===== config.mk =====
export PLATFORM = sky130hd
export DESIGN_NAME = wdg_win_core
export DESIGN_NICKNAME = d
export VERILOG_FILES = /design/src/rtl/wdg_win_core.sv
export SDC_FILE = /design/constraint.sdc
export NUM_CORES = 1
export LEC_CHECK = 0
export CORE_ASPECT_RATIO = 1.1
export CORE_MARGIN = 2
export CORE_UTILIZATION = 65
export CTS_CLUSTER_SIZE = 12
export DETAILED_ROUTE_END_ITERATION = 8
export DONT_BUFFER_PORTS = 1
export PLACE_DENSITY_LB_ADDON = 0.1
export SLEW_MARGIN = 20
export SYNTH_ARGS = -nofsm -noshare
export SYNTH_HDL_FRONTEND = slang
export SYNTH_SLANG_ARGS = --single-unit

===== constraint.sdc =====
create_clock -name clk_i -period 5.6 [get_ports clk_i]
set_clock_uncertainty 0.2 [all_clocks]
set_input_delay 0.28 -clock clk_i [delete_from_list [all_inputs] [get_ports clk_i]]
set_output_delay 0.28 -clock clk_i [all_outputs]
set_load 0.02 [all_outputs]

===== src/rtl/wdg_win_core.sv =====
`default_nettype none
// ============================================================================
// Module   : wdg_win_core
// Brief    : Windowed two-stage watchdog: feed window, early-warning IRQ with
//            grace period, timed reset pulse and sticky first-cause code.
// Revision : 1.0
// ============================================================================
module wdg_win_core #(
  parameter int unsigned CNT_WIDTH  = 32,
  parameter int unsigned PSCR_WIDTH = 20,
  parameter logic [31:0] KEY        = 32'h5F37_59DF,
  parameter int unsigned RST_LEN    = 16
) (
  input  logic                  clk_i,
  input  logic                  rst_i,
  input  logic                  en_i,
  input  logic                  etr_i,
  input  logic                  ext_trg_i,
  input  logic [PSCR_WIDTH-1:0] pscr_i,
  input  logic [CNT_WIDTH-1:0]  win_i,
  input  logic [CNT_WIDTH-1:0]  cmp_i,
  input  logic [CNT_WIDTH-1:0]  grace_i,
  input  logic                  feed_i,
  input  logic [31:0]           feed_key_i,
  input  logic                  warn_clr_i,
  input  logic                  cause_clr_i,
  output logic                  warn_o,
  output logic                  rst_o,
  output logic [1:0]            cause_o,
  output logic [2:0]            state_o,
  output logic [CNT_WIDTH-1:0]  cnt_o
);

  typedef enum logic [2:0] {
    S_IDLE   = 3'd0,
    S_CLOSED = 3'd1,
    S_OPEN   = 3'd2,
    S_WARN   = 3'd3,
    S_RESET  = 3'd4
  } state_e;

  localparam int unsigned          c_rcw      = (RST_LEN > 1) ? $clog2(RST_LEN) : 1;
  localparam logic [c_rcw-1:0]     c_rst_last = c_rcw'(RST_LEN - 1);
  localparam logic [CNT_WIDTH-1:0] c_one      = CNT_WIDTH'(1);

  state_e                  state_q, state_d;
  logic [CNT_WIDTH-1:0]    cnt_q, cnt_d;
  logic [CNT_WIDTH-1:0]    gcnt_q, gcnt_d;
  logic [PSCR_WIDTH-1:0]   psc_q, psc_d;
  logic [c_rcw-1:0]        rcnt_q, rcnt_d;
  logic [PSCR_WIDTH-1:0]   pscr_q, pscr_d;
  logic [CNT_WIDTH-1:0]    win_q, win_d;
  logic [CNT_WIDTH-1:0]    cmp_q, cmp_d;
  logic [CNT_WIDTH-1:0]    grace_q, grace_d;
  logic                    warn_q, warn_d;
  logic                    rst_q, rst_d;
  logic [1:0]              cause_q, cause_d;
  logic                    trg_q;

  logic                    w_tick;
  logic                    w_feed_ok;
  logic                    w_feed_bad;
  logic [CNT_WIDTH-1:0]    w_cnt_inc;
  state_e                  w_arm_state;
  logic                    w_warn_set;
  logic                    w_cause_set;
  logic [1:0]              w_cause_code;

  assign w_tick      = etr_i ? (ext_trg_i & ~trg_q) : (psc_q == pscr_q);
  assign w_feed_ok   = feed_i & (feed_key_i == KEY);
  assign w_feed_bad  = feed_i & (feed_key_i != KEY);
  assign w_cnt_inc   = cnt_q + c_one;
  assign w_arm_state = (win_q == '0) ? S_OPEN : S_CLOSED;

  always_comb begin
    state_d      = state_q;
    cnt_d        = cnt_q;
    gcnt_d       = gcnt_q;
    psc_d        = psc_q;
    rcnt_d       = rcnt_q;
    pscr_d       = pscr_q;
    win_d        = win_q;
    cmp_d        = cmp_q;
    grace_d      = grace_q;
    rst_d        = rst_q;
    w_warn_set   = 1'b0;
    w_cause_set  = 1'b0;
    w_cause_code = 2'b00;

    case (state_q)
      S_IDLE: begin
        if (en_i) begin
          pscr_d  = pscr_i;
          win_d   = win_i;
          cmp_d   = (cmp_i == '0) ? c_one : cmp_i;
          grace_d = grace_i;
          state_d = (win_i == '0) ? S_OPEN : S_CLOSED;
          cnt_d   = '0;
          gcnt_d  = '0;
          psc_d   = '0;
        end
      end

      S_CLOSED, S_OPEN, S_WARN: begin
        if (!etr_i) psc_d = w_tick ? '0 : psc_q + 1'b1;

        // Reset-causing events first; a valid feed suppresses the grace timeout tick.
        if (w_feed_bad) begin
          w_cause_set  = 1'b1;
          w_cause_code = 2'b11;
        end else if (w_feed_ok && (state_q == S_CLOSED)) begin
          w_cause_set  = 1'b1;
          w_cause_code = 2'b10;
        end else if ((state_q == S_WARN) && w_tick && !w_feed_ok && (gcnt_q == grace_q)) begin
          w_cause_set  = 1'b1;
          w_cause_code = 2'b01;
        end

        if (w_cause_set) begin
          state_d = S_RESET;
          rst_d   = 1'b1;
          rcnt_d  = '0;
          cnt_d   = '0;
          gcnt_d  = '0;
          psc_d   = '0;
        end else if (!en_i) begin
          state_d = S_IDLE;
          cnt_d   = '0;
          gcnt_d  = '0;
          psc_d   = '0;
        end else if (w_feed_ok) begin
          state_d = w_arm_state;
          cnt_d   = '0;
          gcnt_d  = '0;
          psc_d   = '0;
        end else if (w_tick) begin
          if (state_q == S_WARN) begin
            gcnt_d = gcnt_q + c_one;
          end else if (w_cnt_inc == cmp_q) begin
            state_d    = S_WARN;
            cnt_d      = '0;
            w_warn_set = 1'b1;
          end else begin
            cnt_d = w_cnt_inc;
            if ((state_q == S_CLOSED) && (w_cnt_inc >= win_q)) state_d = S_OPEN;
          end
        end
      end

      S_RESET: begin
        if (rcnt_q == c_rst_last) begin
          state_d = S_IDLE;
          rst_d   = 1'b0;
          rcnt_d  = '0;
        end else begin
          rcnt_d = rcnt_q + 1'b1;
        end
      end

      default: state_d = S_IDLE;
    endcase

    // Sets win over clears; only the first cause since the last clear is kept.
    warn_d = w_warn_set ? 1'b1 : (warn_clr_i ? 1'b0 : warn_q);
    if (w_cause_set && (cause_q == 2'b00)) cause_d = w_cause_code;
    else if (cause_clr_i)                  cause_d = 2'b00;
    else                                   cause_d = cause_q;
  end

  always_ff @(posedge clk_i) begin
    if (rst_i) begin
      state_q <= S_IDLE;
      cnt_q   <= '0;
      gcnt_q  <= '0;
      psc_q   <= '0;
      rcnt_q  <= '0;
      pscr_q  <= '0;
      win_q   <= '0;
      cmp_q   <= '0;
      grace_q <= '0;
      warn_q  <= 1'b0;
      rst_q   <= 1'b0;
      cause_q <= 2'b00;
      trg_q   <= 1'b0;
    end else begin
      state_q <= state_d;
      cnt_q   <= cnt_d;
      gcnt_q  <= gcnt_d;
      psc_q   <= psc_d;
      rcnt_q  <= rcnt_d;
      pscr_q  <= pscr_d;
      win_q   <= win_d;
      cmp_q   <= cmp_d;
      grace_q <= grace_d;
      warn_q  <= warn_d;
      rst_q   <= rst_d;
      cause_q <= cause_d;
      trg_q   <= ext_trg_i;
    end
  end

  assign warn_o  = warn_q;
  assign rst_o   = rst_q;
  assign cause_o = cause_q;
  assign state_o = state_q;
  assign cnt_o   = cnt_q;

endmodule
`default_nettype wire


* After elaboration in Yosys (flattened, before gate mapping)
Index checks and enable logic that the tools add are counted.
** Storage, ports and cells
- Output and inout port bits :: 39
- Flip-flop bits (word level) :: 212
- Bits of input ports :: 156
- Logic and storage cells :: 125
** Cells by class
- Bitwise gates (word level) :: 4
- $add $sub $neg :: 4
- $lt $le $gt $ge :: 1
- Mux-type cells :: 61
- Equal/unequal tests :: 18
- Reductions and logical operators :: 24
** Operators with widths (number)
- 32-bit two-way mux :: 13
- 32-bit one-hot mux with 2 select lines :: 2
- 20-bit two-way mux :: 6
- 32-bit logical NOT :: 3
- 32-bit by 1-bit adder with 32-bit output (second input constant) :: 2
- 32-bit == test :: 2
- 20-bit one-hot mux with 2 select lines :: 1
- 32-bit by 31-bit == test with 1-bit output (second input constant) :: 1
- 32-bit >= comparator :: 1
- 32-bit by 31-bit inequality test with 1-bit output (second input constant) :: 1
- 3-bit two-way mux :: 9
- 20-bit by 1-bit adder with 20-bit output (second input constant) :: 1
- 20-bit == test :: 1
- 5-bit inequality test (second input constant) :: 4
- 1-bit two-way mux :: 18
- 2-bit two-way mux :: 7
- 3-bit one-hot mux with 3 select lines :: 1
- 4-bit two-way mux :: 2
- 4-bit one-hot mux with 2 select lines :: 1
- 4-bit AND reduction :: 2
- 2-bit nonzero test :: 4
- 3-bit by 2-bit == test with 1-bit output (second input constant) :: 2
- 1-bit logical AND :: 6
- 2-bit inequality test (second input constant) :: 3
- 15 further kinds :: 19

* Depth between registers and ports, before layout
Gate-level depths: netlist (run 1).
- Depth in word-level cells :: 13
- Mapped depth :: 18
- Depth with buffers taken out :: 16

* Least setup slack after synthesis (run 1)
No wires, ideal clock.
- Path kind :: register -> register
- Start point :: register cnt_q[11] (netlist: cnt_o[11])
- End point :: register state_q[0] (netlist: state_o[0])
- Library setup time :: 115 ps
- Period minus slack after synthesis :: 3864 ps
- Required time :: 5285 ps
- Slack :: 1736 ps
- Cell stages (with the launch flop) :: 17
- Arrival time :: 3550 ps
- Buffers on the path :: 2
- Path through :: dfxtp_1 > buf_2 > nand4_4 > or4_1 > buf_2 > nor3_1 > xnor2_1 > inv_1 > ha_1 > and4_1 > nand2_1 > a2111oi_0 > nor2_1 > o41ai_1 > a21o_1 > a21oi_1 > o21a_1
** Between the ends
- Word-level cells in the longest chain between the ends :: 9
- Elaborated cells between the ends (all ways) :: 13
- Classes of those cells :: 1 x add/sub; 1 x order compare; 2 x eq/ne; 7 x mux; 2 x reduce/logical
** RTL lines
- start: declaration :: RTL line 47 : logic [CNT_WIDTH-1:0] cnt_q, cnt_d;
- start signal: assignment :: RTL line 187 : cnt_q <= cnt_d;
- 32-bit by 1-bit adder with 32-bit output * :: RTL line 72 : assign w_cnt_inc = cnt_q + c_one;
- parallel branches: the longest is 8 deep, another holds 32-bit >= comparator
- end signal: assignment :: RTL line 186 : state_q <= state_d;
- end: declaration :: RTL line 46 : state_e state_q, state_d;
Every way passes the cells marked *. The select of a mux whose other input is x is not followed.
A chain may end at the register's enable or synchronous reset.

* Final worst setup path (run 1)
- Start point :: register cnt_q[4] (netlist: cnt_o[4])
- End point :: register state_q[1] (netlist: state_o[1])
Same word-level chain as after synthesis.

==> out/metrics.cfg, run 1 <==
[clock_tree]
cts_sinks = 212
h-tree-depth = 1
cts_root_buf = clkbuf_16
cts_tree = yes
cts_made_buffers = 24
insertion_delay_ns = 0.52
path_clk_slew_ns = 0.06
cts_buffer_depth = 3

[sta]
tns_ns = 0
drv_slew = 0
hold_viol = 0
period_needed_ns = 4.872
tightest_slew_ns = 0.9017
rsz0062_at_grt = no
fin_crit_sh_pct = 87.01
maxSlewHeadroom_pct = 39.89
max_freq_mhz = 205.2
setup_viol = 0

[grt]
antenna_found_initial = 0
grt_pass1_vias = 12570
grt_max_degree = 148
grt_first_pass_wirelength_mm = 66.02
grt-ovfl-total = 0
track_usage_pct = 41.43

[logic_synthesis]
synth_compound_area_share_pct = 17.42
yosysTopAreaCellShare_pct = 34.55
synth_top_cell_by_area = dfxtp_1
seq_area_frac_synth_pct = 34.55
netlist_area_um2 = 12280
netlist_top_cells_area = dfxtp_1 (35%), nand2_1 (10%), a21oi_1 (6.3%), xor2_1 (5.7%), ha_1 (3.7%)
synthDistinctLibCells = 76
synth-seq-cells = 212
synth-edff-count = 0
synth_ff_type = dfxtp_1
synthArstFlopShare_pct = 0
ys_warn_count = 0
avgSynthCellArea_um2 = 7.663
synthCells = 1603
synth_xor_xnor_area_share_pct = 9.289
synthMuxAreaShare_pct = 0.2546
synth-simple-area-share_pct = 29.35
synth_nets = 1795
synth_top_family_by_area = simple AND/OR/NAND/NOR gates
synth_fa_ha_area_share_pct = 3.667

[layout]
mostFrequentLayoutCell = nand2_1
fill_cells = 1243
final_cell_mix = nand2_1 (327), dfxtp_1 (212), a21oi_1 (154), dlygate4sd3_1 (123), nor2_1 (98)
register_area_um2 = 4244
diodes = 0
drive_above_1_share_pct = 5.914
multi_input_area_um2 = 7405
nets = 1868
fin_area_um2 = 14420
area_growth_pct = 17.36

[power]
vdd.ir_drop.worst_v = 0.0003280
total_power_w = 0.005095
p_per_area_nw_per_um2 = 353.4
cellLeakagePower_nw = 5.440

[routing]
ant_nets = 0
wl_per_cell_um = 21.80
via_per_inst = 6.565
via_count = 12700
drc = 0
drtIter0Drc = 1228
wl_mm = 42.15
dr.pass1.iters = 5

[floorplanning]
io_pins = 195
rows = 52
die_w_um = 135.1
initial_utilization_pct = 66.48
die_y_um = 148.2
coreArea_um2 = 18480
die_area_um2 = 20020

[placed_design]
dp_hpwl_mm = 27.37
gp_congestion = 1.082
place_area_um2 = 12340
io_buffers = 0

[min_path]
hold_class = input pin to register
min_delay_path_depth = 5
hold_path_end = cmp_q[0]
holdCritStartpoint = cmp_i[10]

[setup_path]
crit_path_start_kind = register
crit_path_top_delay_cell = or4_1
cp-end-kind = register
path_max_fanout = 12
cp_slowest_stage_delay_ns = 0.79
reg2reg_depth = 13
r2r_start = cnt_o[4]
crit_path_cell_trace = nand3_1, or4_1, nor3_1, xor2_1, ha_1, and4_1, nand2_1, a2111oi_0, nor2_1, o41ai_1, a21o_1, a21oi_1, a211oi_1
crit_required_ns = 5.83
worstReg2RegEnd = state_o[1]
r2r_setup_slack_ns = 0.73
critPathKind = register to register
arrival_ns = 5.10

[run]
cap_viol_max_count = 0

[status]
outcome = completed

-- registers in the layout, summed over array words and instances (netlist names) --
| register | cells |
|---|---|
| gcnt_q | 32 |
| trg_q | 1 |
| rcnt_q | 4 |
| cnt_o | 32 |
| pscr_q | 20 |
| psc_q | 20 |
| warn_o | 1 |
| win_q | 32 |
| state_o | 3 |
| cmp_q | 32 |
| grace_q | 32 |
| cause_o | 2 |
| rst_o | 1 |
-- per-stage QoR --
step / util (%) / hold WS, ns / setup WS (ns) / instances
6_report: 78.02 / 0.02093 / 0.7276 / 1934
5_1_grt: 78.02 / 0.04824 / 0.5320 / 1934
2_1_floorplan: - / 0.2082 / 1.736 / 1603
4_1_cts: 77.85 / 0.0003675 / 0.8906 / 1933
3_3_place_gp: 66.76 / 0.1586 / 1.030 / 1768
3_5_place_dp: 66.80 / 0.1610 / 0.8969 / 1768
-- synthesized netlist by cell type (all sizes together) (3+ instances only) --
master,n
o21a,3
a2111oi,5
a41oi,23
nand2,328
buf,23
a21o,10
dfxtp,212
a211o,3
a21oi,155
and2,11
or3,11
o21ai,41
xnor3,4
a31oi,5
a221oi,5
nand3,67
nand4,51
or4,11
nand4b,9
o211ai,6
xnor2,40
clkbuf,70
xor2,80
o31ai,6
or2,8
nand2b,6
inv,73
a2bb2oi,3
ha,36
and3,24
nor4,60
nor2,98
o22ai,26
o2111ai,6
nor2b,9
nor3,27
a32oi,5
nor4bb,3
and4,11
a311oi,3
-- cell families (layout without fill, tap and decap cells) --
kind of cell    Yosys count  in the layout
simple gates            742            742
compound gates          319            319
flops                   212            212
buf+inv                 167            255
xor+xnor                124            124
fa+ha+maj                36             36
mux                       3              3
-- critical path, delay by kind of cell (launching register included) --
| family | cells | cell delay [ns] |
|---|---|---|
| xor+xnor | 1 | 0.51 |
| flops | 1 | 0.60 |
| fa+ha+maj | 1 | 0.23 |
| simple gates | 6 | 1.95 |
| compound gates | 5 | 1.30 |
-- what timing repair did --
item / CTS / global route
setup buffers: 0 / 0
resized for setup: 0 / 0
hold buffers: 124 / 0
endpoints found under the hold margin: 146 / 0
-- worst max-delay path by stage --
stage	startpoint	endpoint	cells past startpoint
4_1_cts	cnt_o[10]	state_o[1]	14
3_5_place_dp	cnt_o[10]	state_o[1]	14
6_report	cnt_o[4]	state_o[1]	13
3_3_place_gp	cnt_o[4]	state_o[1]	14
5_1_grt	cnt_o[4]	state_o[1]	14
2_1_floorplan	cnt_o[11]	state_o[0]	16
-- final cells by class --
class,count,area share (%)
Multi-Input combinational cell,1224,51.36
Sequential cell,212,29.44
Timing Repair Buffer,140,9.729
Clock buffer,36,5.043
Tap cell,243,2.109
Inverter,74,1.927
Clock inverter,5,0.3906
-- report_power, final --
part | total, W | internal [W] | switching, W | leakage [nW]
Sequential | 0.00192 | 0.00170 | 0.000223 | 1.72
Clock | 0.00157 | 0.000938 | 0.000636 | 0.384
Combinational | 0.00160 | 0.000584 | 0.00102 | 3.33
Total | 0.00509 | 0.00322 | 0.00188 | 5.44
-- routing by layer --
layer | GRT usage (%) | part of all wire (%)
met5 | 0 | 0
met4 | 24.43 | 6.6
met3 | 9.066 | 9.1
met2 | 68.96 | 47
met1 | 49.04 | 37
Power figures use the tool's default switching activity.
==> run 2, diff against run 1 <==
--- a/config.mk
+++ b/config.mk
@@ -7,7 +7,7 @@
 export LEC_CHECK = 0
 export CORE_ASPECT_RATIO = 1.1
 export CORE_MARGIN = 2
-export CORE_UTILIZATION = 65
+export CORE_UTILIZATION = 45
 export CTS_CLUSTER_SIZE = 12
 export DETAILED_ROUTE_END_ITERATION = 8
 export DONT_BUFFER_PORTS = 1
@@ -16,3 +16,4 @@
 export SYNTH_ARGS = -nofsm -noshare
 export SYNTH_HDL_FRONTEND = slang
 export SYNTH_SLANG_ARGS = --single-unit
+export TNS_END_PERCENT = 5
==> out/metrics.cfg, run 2 (synthesis results as in run 1) <==
[status]
outcome = completed

[clock_tree]
path_clk_slew_ns = 0.06
post-cts-setup-buffer-count = 0
cts_made_buffers = 25
insertion_delay_ns = 0.52
h-tree-depth = 1
cts_root_buf = clkbuf_16
cts_sinks = 212
cts_tree = yes
cts_buffer_depth = 3

[min_path]
min_delay_path_depth = 4
hold_class = input pin to register
holdCritStartpoint = etr_i

[layout]
nets = 1873
utilization_pct = 54.22
area_growth_pct = 18.63
mostFrequentLayoutCell = nand2_1
diodes = 0
drive_above_1_share_pct = 6.184
fin_area_um2 = 14570
final_cell_mix = nand2_1 (327), dfxtp_1 (212), a21oi_1 (154), dlygate4sd3_1 (123), nor2_1 (98)

[grt]
grt_pass1_vias = 11620
track_usage_pct = 28.44
antenna_found_initial = 0
grt_first_pass_wirelength_mm = 64.92
grt_max_degree = 148
grt-ovfl-total = 0

[floorplanning]
die_y_um = 177.3
rows = 63
die_area_um2 = 28640
io_pins = 195
die_w_um = 161.5
coreArea_um2 = 26880
initial_utilization_pct = 45.70

[routing]
ant_nets = 0
drc = 0
drtIter0Drc = 935
wl_per_cell_um = 20.28
via_per_inst = 5.877
via_count = 12080
dr.pass1.iters = 5
wl_mm = 41.68

[placed_design]
place_ws_ns = 0.8516
gp_congestion = 0.9869
io_buffers = 0
place_area_um2 = 12510
dp_hpwl_mm = 29.77

[sta]
period_needed_ns = 4.843
holdWs_ns = 0.01467
tightest_slew_ns = 0.8686
tns_ns = 0
hold_viol = 0
drv_slew = 0
fin_ws_ns = 0.7573
max_freq_mhz = 206.5
maxSlewHeadroom_pct = 41.64
setup_viol = 0
fin_crit_sh_pct = 86.48
rsz0062_at_grt = no

[setup_path]
startpoint = cnt_o[10]
crit_path_start_kind = register
reg2reg_depth = 14
cp-end-kind = register
path_max_fanout = 12
critPathKind = register to register
crit_required_ns = 5.84
arrival_ns = 5.08
crit_path_cell_trace = nand4_4, or4_1, nor3_1, xnor2_1, inv_1, ha_1, and4_1, nand2_1, a2111oi_0, nor2_1, o41ai_1, a21o_1, a21oi_1, a211oi_1
cp_slowest_stage_delay_ns = 0.82
r2r_start = cnt_o[10]
crit_path_top_delay_cell = or4_1

[power]
vdd.ir_drop.worst_v = 0.0002730
cellLeakagePower_nw = 5.462
p_per_area_nw_per_um2 = 347.6

[run]
cap_viol_max_count = 0

[run 2: cell count changes in the layout (fill, tap and decap cells not counted)]
cell | previous run | this run
buf_6 | 1 | 0
buf_16 | 2 | 1
buf_4 | 14 | 20
clkbuf_1 | 5 | 6
clkinv_2 | 2 | 4
inv_6 | 1 | 0
clkbuf_8 | 6 | 7
o21ai_4 | 1 | 0
o21ai_1 | 0 | 1
[run 2: through the flow]
step / std cells / power, W
after floorplan: 1603 / 0.002985
after global placement: 1887 / 0.003378
after detailed placement: 1887 / 0.003389
after CTS: 2055 / 0.005097
after global routing: 2055 / 0.005363
final: 2055 / 0.005065
[run 2: final timing paths]
check,to,slack (ns)
setup / recovery,state_o[1],0.76
hold / removal,psc_q[6],0.01
setup reg to reg,state_o[1],0.76
hold reg to reg,grace_q[9],0.27
[run 2: report_power, final]
part | total, W | internal [W] | switching, W
Sequential | 0.00192 | 0.00170 | 0.000223
Clock | 0.00160 | 0.000955 | 0.000647
Combinational | 0.00154 | 0.000572 | 0.000972
Total | 0.00507 | 0.00322 | 0.00184
[run 2: metal layers]
layer  wire [µm]  global-route usage [%]
met2       20050                   48.84
met1       17530                   35.84
met3        2504                   4.686
met5           0                       0
met4        1590                   10.60
[run 2: cell type report]
| type | count | area (µm²) |
|---|---|---|
| multi-input combinational | 1224 | 7393 |
| clock inverter | 6 | 57.56 |
| fill | 2613 | 12310 |
| timing repair buffer | 144 | 1409 |
| sequential | 212 | 4244 |
| inverter | 74 | 277.8 |
| tap | 357 | 446.7 |
| clock buffer | 38 | 744.5 |
[run 2: repair_timing]
action                                 CTS  global route
resized for setup                        0             0
endpoints found under the hold margin  146             0
hold buffers                           124             0
[run 2: critical path: cells and delay by family, from the launching register on]
family,cells,cell delay (ns)
AOI/OAI and AO/OA,5,1.23
xor gates and xnor gates,1,0.29
adders and majority gates,1,0.30
buffers and inverters,1,0.09
DFF,1,0.74
and+or+nand+nor,6,1.91
==> run 3, diff against run 2 <==
--- a/config.mk
+++ b/config.mk
@@ -12,6 +12,7 @@
 export DETAILED_ROUTE_END_ITERATION = 8
 export DONT_BUFFER_PORTS = 1
 export PLACE_DENSITY_LB_ADDON = 0.1
+export REMOVE_ABC_BUFFERS = 1
 export SLEW_MARGIN = 20
 export SYNTH_ARGS = -nofsm -noshare
 export SYNTH_HDL_FRONTEND = slang
==> out/metrics.cfg, run 3 (synthesis results as in run 1) <==
[power]
p_seq_share_pct = 38.3
p_comb_share_pct = 30.6
clockPowerShare_pct = 31.1
swShare_pct = 36.63
p_switching_w = 0.001830
cellLeakagePower_nw = 5.468
vdd.ir_drop.worst_v = 0.0002215
p_per_area_nw_per_um2 = 342.8
p_int_w = 0.003167

[layout]
final_cell_mix = nand2_1 (327), dfxtp_1 (212), a21oi_1 (154), dlygate4sd3_1 (124), nor2_1 (98)
diodes = 0
finalNonFillerCells = 2058
drive_above_1_share_pct = 6.526
nets = 1877
fill_cells = 2592
mostFrequentLayoutCell = nand2_1
multi_input_area_um2 = 7397
register_area_um2 = 4244
area_growth_pct = 18.67

[run]
cap_viol_max_count = 0

[routing]
dr.pass1.iters = 5
drc = 0
wl_per_cell_um = 18.98
wl_mm = 39.06
via_per_inst = 5.819
drtIter0Drc = 686
ant_nets = 0
via_count = 11980

[clock_tree]
cts_made_buffers = 25
path_clk_slew_ns = 0.06
cts_root_buf = clkbuf_16
h-tree-depth = 1
post-cts-setup-buffer-count = 0
cts_tree = yes
cts_buffer_depth = 3
insertion_delay_ns = 0.53
cts_sinks = 212

[setup_path]
r2r_start = cnt_o[0]
cp-end-kind = register
crit_required_ns = 5.77
worstReg2RegEnd = state_o[1]
critPathKind = register to register
r2r_setup_slack_ns = 0.85
path_max_fanout = 9
arrival_ns = 4.92
crit_path_start_kind = register
reg2reg_depth = 16

[floorplanning]
io_pins = 195
initial_utilization_pct = 45.70
rows = 63
die_area_um2 = 28640
die_y_um = 177.3
die_w_um = 161.5
coreArea_um2 = 26880

[status]
outcome = completed

[placed_design]
gp_congestion = 0.9491
dp_hpwl_mm = 27.91
io_buffers = 0
place_ws_ns = 1.021
place_inst = 1890

[grt]
track_usage_pct = 26.72
grt_pass1_vias = 11430
grt.met3_usage_pct = 4.475
grt_max_degree = 148
antenna_found_initial = 0
grt-ovfl-total = 0
grt_first_pass_wirelength_mm = 61.21
busiest_layer = met2
met2_usage_pct = 46.94
gr-usage-met1_pct = 32.12

[sta]
period_needed_ns = 4.753
setup_viol = 0
max_freq_mhz = 210.4
maxSlewHeadroom_pct = 36.29
fin_crit_sh_pct = 84.88
hold_viol = 0
drv_slew = 0
tightest_slew_ns = 0.9483
fin_ws_ns = 0.8467
rsz0062_at_grt = no
tns_ns = 0

[min_path]
hold_path_end = cause_o[0]
holdCritStartpoint = feed_key_i[4]
min_delay_path_depth = 5
hold_class = input pin to register

run 3: changes by cell type in the layout (fill, tap and decap cells not counted), sizes merged:
cell and delta:
clkbuf -6, buf +3, clkinv +2, inv +2
clkinvlp +1, dlygate4sd3 +1
run 3: power by group through the flow:
stage               logic (W)  clock network (W)  registers [W]
floorplan             0.00107                  0        0.00187
finish                0.00153            0.00155        0.00191
global route          0.00171            0.00165        0.00194
CTS                   0.00154            0.00159        0.00192
detailed placement    0.00144                  0        0.00195
global placement      0.00143                  0        0.00194
run 3: area by class of cell:
type                       instances  share of cell area (%)
tap                              357                   3.064
clock buffer                      32                   4.678
sequential                       212                   29.11
timing repair buffer             148                   9.888
inverter                          74                   1.905
multi-input combinational       1224                   50.74
clock inverter                    11                  0.6094
run 3: worst max-delay path: stages, from the launching register on:
cell	delay, ns
dfxtp_1	0.68
nand4_1	0.33
nor3_1	0.81
buf_4	0.28
nand3_1	0.14
xor2_1	0.25
inv_1	0.07
ha_1	0.29
a21oi_1	0.14
o21ai_0	0.10
a221oi_1	0.51
o21ai_0	0.17
nor2_1	0.13
o41ai_1	0.08
a21o_1	0.16
a21oi_1	0.16
a211oi_1	0.09
run 3: what timing repair did:
item,CTS,global route
resized for setup,0,0
hold endpoints to repair,146,0
hold buffers,125,0
run 3: how the worst max path moves through the flow:
stage / depth (start not counted) / end / from / slack, ns
finish: 16 / state_o[1] / cnt_o[0] / 0.85
global route: 16 / state_o[1] / cnt_o[0] / 0.55
CTS: 16 / state_o[1] / cnt_o[0] / 0.98
detailed placement: 16 / state_o[1] / cnt_o[0] / 1.02
global placement: 14 / state_o[1] / cnt_o[0] / 1.09
floorplan: 7 / gcnt_q[20] / state_o[0] / 0.61
run 3: per-layer routing:
metal / share of wire [%] / vias up
met2: 49 / 362
met1: 40 / 5683
met3: 6.4 / 94
met4: 4.6 / 0
met5: 0 / -
li1: - / 5837
run 3: stage by stage:
step	hold WS, ns	total power, W	util [%]	area, µm²
finish	0.02341	0.004997	54.23	14580
floorplan	0.1491	0.002937	-	11890
CTS	0.004163	0.005048	54.23	14580
global placement	0.1687	0.003375	46.65	12540
global route	0.04846	0.005302	54.23	14580
detailed placement	0.1705	0.003388	46.65	12540
